--- src/rtl/operand_sequencer.sv ---
// operand_sequencer: drives CLEAR/LOAD/LOAD to the operand memory, captures two operands,
// then runs a 2-bit-opcode add/sub/and/or on them and pulses done.
module operand_sequencer #(
    parameter int WIDTH = 4
) (
    input  logic             clock,
    input  logic             reset_n,
    input  logic             start,
    input  logic [1:0]       opcode,
    output logic [3:0]       tx,
    input  logic [WIDTH-1:0] entrada,
    output logic [WIDTH-1:0] reg_a,
    output logic [WIDTH-1:0] reg_b,
    output logic [WIDTH-1:0] result,
    output logic             carry,
    output logic             busy,
    output logic             done,
    output logic [3:0]       current_state
);
    typedef enum logic [3:0] {
        IDLE = 4'd0,
        CLR  = 4'd1,
        LD_A = 4'd2,
        LD_B = 4'd3,
        CAPT = 4'd4,
        EXEC = 4'd5,
        DONE = 4'd6
    } state_t;

    localparam logic [3:0] TX_CLEAR = 4'd0;
    localparam logic [3:0] TX_LOAD  = 4'd1;
    localparam logic [3:0] TX_HOLD  = 4'd2;

    state_t         state, state_next;
    logic [1:0]     op;
    logic [WIDTH:0] alu;

    always_ff @(posedge clock or negedge reset_n) begin
        if (!reset_n) begin
            state  <= IDLE;
            op     <= 2'b00;
            reg_a  <= '0;
            reg_b  <= '0;
            result <= '0;
            carry  <= 1'b0;
        end else begin
            state <= state_next;
            if (state == IDLE && start) op <= opcode;
            if (state == LD_B) reg_a <= entrada;
            if (state == CAPT) reg_b <= entrada;
            if (state == EXEC) {carry, result} <= alu;
        end
    end

    // The extra top bit is the add carry-out, and for subtraction the borrow (a < b).
    always_comb begin
        alu = op == 2'b00 ? {1'b0, reg_a} + {1'b0, reg_b} :
              op == 2'b01 ? {1'b0, reg_a} - {1'b0, reg_b} :
              op == 2'b10 ? {1'b0, reg_a & reg_b} :
                            {1'b0, reg_a | reg_b};
    end

    always_comb begin
        state_next = IDLE;
        case (state)
            IDLE:    state_next = start ? CLR : IDLE;
            CLR:     state_next = LD_A;
            LD_A:    state_next = LD_B;
            LD_B:    state_next = CAPT;
            CAPT:    state_next = EXEC;
            EXEC:    state_next = DONE;
            default: state_next = IDLE;
        endcase
    end

    assign tx            = state == CLR ? TX_CLEAR : (state == LD_A || state == LD_B) ? TX_LOAD : TX_HOLD;
    assign busy          = state != IDLE;
    assign done          = state == DONE;
    assign current_state = state;
endmodule
--- config.mk ---
export PLATFORM = sky130hd
export DESIGN_NAME = operand_sequencer
export DESIGN_NICKNAME = d
export VERILOG_FILES = /design/src/rtl/operand_sequencer.sv
export SDC_FILE = /design/constraint.sdc
export NUM_CORES = 1
export LEC_CHECK = 0
export CAP_MARGIN = 20
export CELL_PAD_IN_SITES_DETAIL_PLACEMENT = 0
export CELL_PAD_IN_SITES_GLOBAL_PLACEMENT = 1
export CORE_UTILIZATION = 36
export DETAILED_ROUTE_END_ITERATION = 10
export PLACE_DENSITY_LB_ADDON = 0.1
export SLEW_MARGIN = 30
export SYNTH_ARGS = -nofsm -noshare
export SYNTH_HDL_FRONTEND = slang
export SYNTH_SLANG_ARGS = --single-unit
--- constraint.sdc ---
create_clock -name clock -period 2.2 [get_ports clock]
set_input_delay 0.66 -clock clock [delete_from_list [all_inputs] [get_ports clock]]
set_output_delay 0.66 -clock clock [all_outputs]
set_load 0.01 [all_outputs]
Word level (Yosys, flattened, before mapping)
Cells that the tools add are included.
{"block": "op_classes", "n_addsub": 2, "n_eq_ne": 8, "n_mux": 7, "bitwise_logic": 2, "n_reduce_logical": 5}
{"operator": "3-bit case mux with 6 select lines", "n": 1}
{"operator": "4-bit by 3-bit equality test with 1-bit output (second input constant)", "n": 3}
{"operator": "5-bit two-way mux", "n": 2}
{"operator": "4-bit by 2-bit equality test with 1-bit output (second input constant)", "n": 2}
{"operator": "4-bit by 4-bit adder with 5-bit output", "n": 1}
{"operator": "4-bit by 4-bit subtractor with 5-bit output", "n": 1}
{"operator": "4-bit bitwise AND", "n": 1}
{"operator": "4-bit by 1-bit equality test with 1-bit output (second input constant)", "n": 1}
{"operator": "4-bit zero test", "n": 1}
{"operator": "2-bit two-way mux", "n": 2}
{"operator": "4-bit two-way mux", "n": 1}
{"operator": "4-bit bitwise OR", "n": 1}
{"operator": "4-bit nonzero test", "n": 1}
{"operator": "2-bit by 1-bit equality test with 1-bit output (second input constant)", "n": 1}
{"operator": "2-bit equality test (second input constant)", "n": 1}
{"operator": "2-bit zero test", "n": 1}
{"operator": "1-bit logical AND", "n": 1}
{"operator": "1-bit logical OR", "n": 1}
{"operator": "1-bit two-way mux", "n": 1}
{"block": "totals", "regBits": 19, "out_inout_bits": 23, "elab_cells": 30}

Longest topological paths before layout
{"block": "logic_depth", "depth_word": 4, "mapped_depth": 8, "ltp_nobuf": 8}

Worst setup path after synthesis
No wires, ideal clock.
{"block": "synth_path", "path_type": "register -> register", "start": "reg reg_a[0]", "end": "reg carry", "setup_time_ns": 0.110, "arrival_time_ns": 1.623, "required_time_ns": 2.090, "slack_ns": 0.466, "stages_incl_launch_ff": 9, "n_path_buf": 0, "period_less_slack_ns": 1.734, "cell_sequence": "dfrtp_1 -> inv_1 -> ha_1 -> inv_1 -> fa_1 -> nand2b_1 -> a21oi_1 -> o21a_1 -> o41ai_1"}
{"block": "synth_via", "elab_chain_len": 3}
{"element": "from (decl)", "line": "12", "text": "output logic [WIDTH-1:0] reg_a,"}
{"element": "from (signal assigned)", "line": "49", "text": "if (state == LD_B) reg_a <= entrada;"}
{"element": "4-bit by 4-bit subtractor with 5-bit output", "line": "58", "text": "op == 2'b01 ? {1'b0, reg_a} - {1'b0, reg_b} :"}
{"element": "5-bit two-way mux", "line": "58"}
{"element": "5-bit two-way mux (*)", "line": "57", "text": "alu = op == 2'b00 ? {1'b0, reg_a} + {1'b0, reg_b} :"}
{"element": "to (signal assigned)", "line": "51", "text": "if (state == EXEC) {carry, result} <= alu;"}
{"element": "to (decl)", "line": "15", "text": "output logic carry,"}
Every way passes the cells marked *; elsewhere a longest branch is shown, timed or not.
A chain may end at the register's enable or synchronous reset.

Worst setup path after layout
{"block": "layout_path", "start": "reg state[1], in the netlist current_state[1]", "end": "out busy"}
{"block": "layout_via", "elab_chain_len": 1}
{"element": "from (decl)", "line": "34", "text": "state_t state, state_next;"}
{"element": "from (signal assigned)", "line": "47", "text": "state <= state_next;"}
{"element": "4-bit nonzero test", "line": "77", "text": "assign busy = state != IDLE;"}
{"element": "to (decl)", "line": "16", "text": "output logic busy,"}
Every way passes these cells.

==> metrics.md <==
| Metric | Value |
|---|---|
| Initial antenna violation count | 0 |
| Final GP Congestion | about 0.84 |
| Die area | around 3500 um2 |
| Hold Crit Class | register to register |
| First-pass GRT wire length | approximately 4.1 mm |
| Post-Syn Area | 1190 um2 |
| Via density per instance | around 4.5 |
| Starting density of the core | roughly two fifths |
| Setup crit end kind | output port |
| Ant. Diodes | 0 |
| Min Clock Period, post-route | approximately 2.1 ns |
| Worst-Skew Late Latency | about 0.3 ns |
| Total number of vias | between 800 and 900 |
| Syn avg cell area | just under 10 um2 |
| CP peak stage delay | approximately 0.39 ns |
| Initial DRC count | 17 |
| Antenna Violating Nets Remaining | 0 |
| RSZ-0062 raised after global routing | no |
| Setup-failing EPs final | 0 |
| Fmax | approximately 0.47 GHz |
| Final hold violation count | 0 |
| Critical path class | register to output port |
| Max H-tree Level | 1 |
| Die width | 59.6 um |
| PortBufs | 28 |
| HPWL after DPL | roughly 1.8 mm |
| Synth warn | 0 |
| Wire per inst | 12.0 um |
| Area post-placement | roughly 1500 um2 |
| Worst Setup SP | current_state[1] |
| Total negative slack | 0 ns |
| Num CTS Buffers | 3 |
| Worst Skew | about 0.008 ns |
| Main synth FF type | dfrtp_1 |
| Max-Cap Viols | 0 |
| Root Buffer | clkbuf_4 |
| Pleak | ~0.76 nW |
| Area growth, synth to finish | 31.7% |
| Sequential share of the synthesized area | between 30% and 40% |
| Total track usage | about 16% |
| Finished Cell Area | approximately 1600 um2 |
| Final number of max-transition violations | 0 |
| Total wire length | ~2.4 mm |
| Io pins | 32 |
| R2R Path Start | reg_a[0] |
| Ys async rst share | 100% |
| Max FO, Critical Path | 2 |
| Post-route DRC | 0 |
| Number of global-route vias before repair | around 910 |
| Fin crit share | between 90% and 100% |
| Yosys reg bits | 18 |
| Req. time, crit path | around 1.5 ns |
| Bufs on Longest Clock Path | 2 |
| Clock transition at path regs | roughly 0.11 ns |
| Row cnt | 20 |
| Status | finished clean |
| Crit-path cells | buf_4 > or3_4 > dlygate4sd2_1 |
| Die Ht | a little under 60 um |
| Layout Utilization | between 50% and 60% |
| Share of cells above drive strength 1 | approximately 14% |
| PwrDens | between 1500 and 2000 nW/um2 |
| Hold_sp | result[1] |
| Largest net degree at the start of global routing | 19 |
| Tot Pwr | ~0.0024 W |
| Yosys cell types | 33 |
| Grt total ovfl | 0 |
| Data arrival, critical path | 1.47 ns |
| DRT Pass-1 Iters | 4 |
| Nets | roughly 180 |
| Core area | between 3000 and 4000 um2 |
| Post-synth EDFFs | 0 |
| Peak supply drop | ~0.80 mV |
| Startpoint Class | register |
| Mapped Cells | between 100 and 150 |
| Critical-path top delay cell | dfrtp_1 |
| Sink Count | 18 |
| Fillers | roughly 330 |
| CTS tree | done |
==> routing by layer <==
| layer | track usage [%] | share of wire, % | vias to the layer above | wire length, um |
|---|---|---|---|---|
| li1 | - | - | 458 | - |
| met1 | 20.5 | 50 | 410 | 1180 |
| met2 | 26.5 | 46 | 21 | 1080 |
| met3 | 4.80 | 3.5 | 2 | 82 |
| met4 | 2.99 | 0.72 | 0 | 17 |
| met5 | 0 | 0 | - | 0 |
==> synth_stat cells, drive strengths merged (2+ instances only) <==
cell    count  area [um2]
dfrtp      18         450
inv        16        60.1
ha         12         150
mux2       11         124
nand2       8        30.0
nor2        8        35.0
a21oi       6        30.0
buf         6        37.5
o21ai       5        25.0
mux2i       4        40.0
a211oi      3        22.5
fa          2        40.0
nand3       2        15.0
nor2b       2        12.5
nor3        2        10.0
o21bai      2        15.0
==> final timing paths <==
kind	endpoint	slack, ns	cells after the start
worst min-delay path	result[1]	0.49	1
worst min register to register	result[1]	0.49	1
worst max-delay path	busy	0.07	3
worst max register to register	carry	0.32	8
max in group asynchronous	reg_b[3]	1.32	2
min in group asynchronous	op[1]	0.68	2
==> final cells by class <==
| cell class | instances | area, um2 | share of cell area (%) |
|---|---|---|---|
| Multi-Input combinational cell | 81 | 648 | 41.3 |
| Sequential cell | 18 | 450 | 28.7 |
| Timing Repair Buffer | 33 | 320 | 20.4 |
| Inverter | 16 | 60.1 | 3.82 |
| Tap cell | 44 | 55.1 | 3.51 |
| Clock buffer | 4 | 36.3 | 2.31 |
==> registers in the layout, summed over array words and instances (netlist names) <==
signal         cells
reg_b              4
op                 2
carry              1
reg_a              4
result             4
current_state      3
==> metrics by stage <==
stage / setup slack [ns] / std cells / hold WS (ns)
2_1_floorplan: 0.466 / 122 / 0.364
3_5_place_dp: 0.250 / 190 / 0.465
4_1_cts: 0.00187 / 195 / 0.492
3_3_place_gp: 0.271 / 190 / 0.459
5_1_grt: 0.0185 / 196 / 0.508
6_report: 0.0725 / 196 / 0.486
==> cell usage in the layout (no fill, tap or decap), types with 3 or more instances in the layout <==
master           instances
a211oi_1                 3
a21oi_1                  6
buf_4                    5
clkbuf_4                 3
clkdlybuf4s50_1         24
conb_1                   3
dfrtp_1                 18
ha_1                    12
inv_1                   16
mux2_2                   9
mux2i_1                  4
nand2_1                  8
nor2_1                   6
o21ai_0                  5
==> critical path: cells and delay by family (launching register included) <==
kind,cells,cell delay (ns)
buffers and inverters,2,0.43
flip-flops,1,0.39
AND/OR/NAND/NOR,1,0.36
==> where the power goes <==
part / internal (W) / switching [W]
Combinational: 0.000829 / 0.000707
Sequential: 0.000492 / 0.000203
Clock: 0.000101 / 0.000105
Total: 0.00142 / 0.00102
==> kinds of logic after synthesis <==
family / Yosys count / synth area share (%)
simple gates: 27 / 11.8
buf+inv: 23 / 8.50
compound gates: 21 / 11.2
flops: 18 / 37.8
mux: 15 / 13.7
fa+ha+maj: 14 / 15.9
other cells: 1 / 0.314
xor+xnor: 1 / 0.735
==> what timing repair did <==
item | in CTS | in global routing
buffers inserted | 1 | 1
setup endpoints to repair | 3 | 2
cloned | 0 | 0
resized for setup | 2 | 2
pin swaps | 0 | 0
hold buffers | 0 | 0
(Power assumes the default switching activity.)
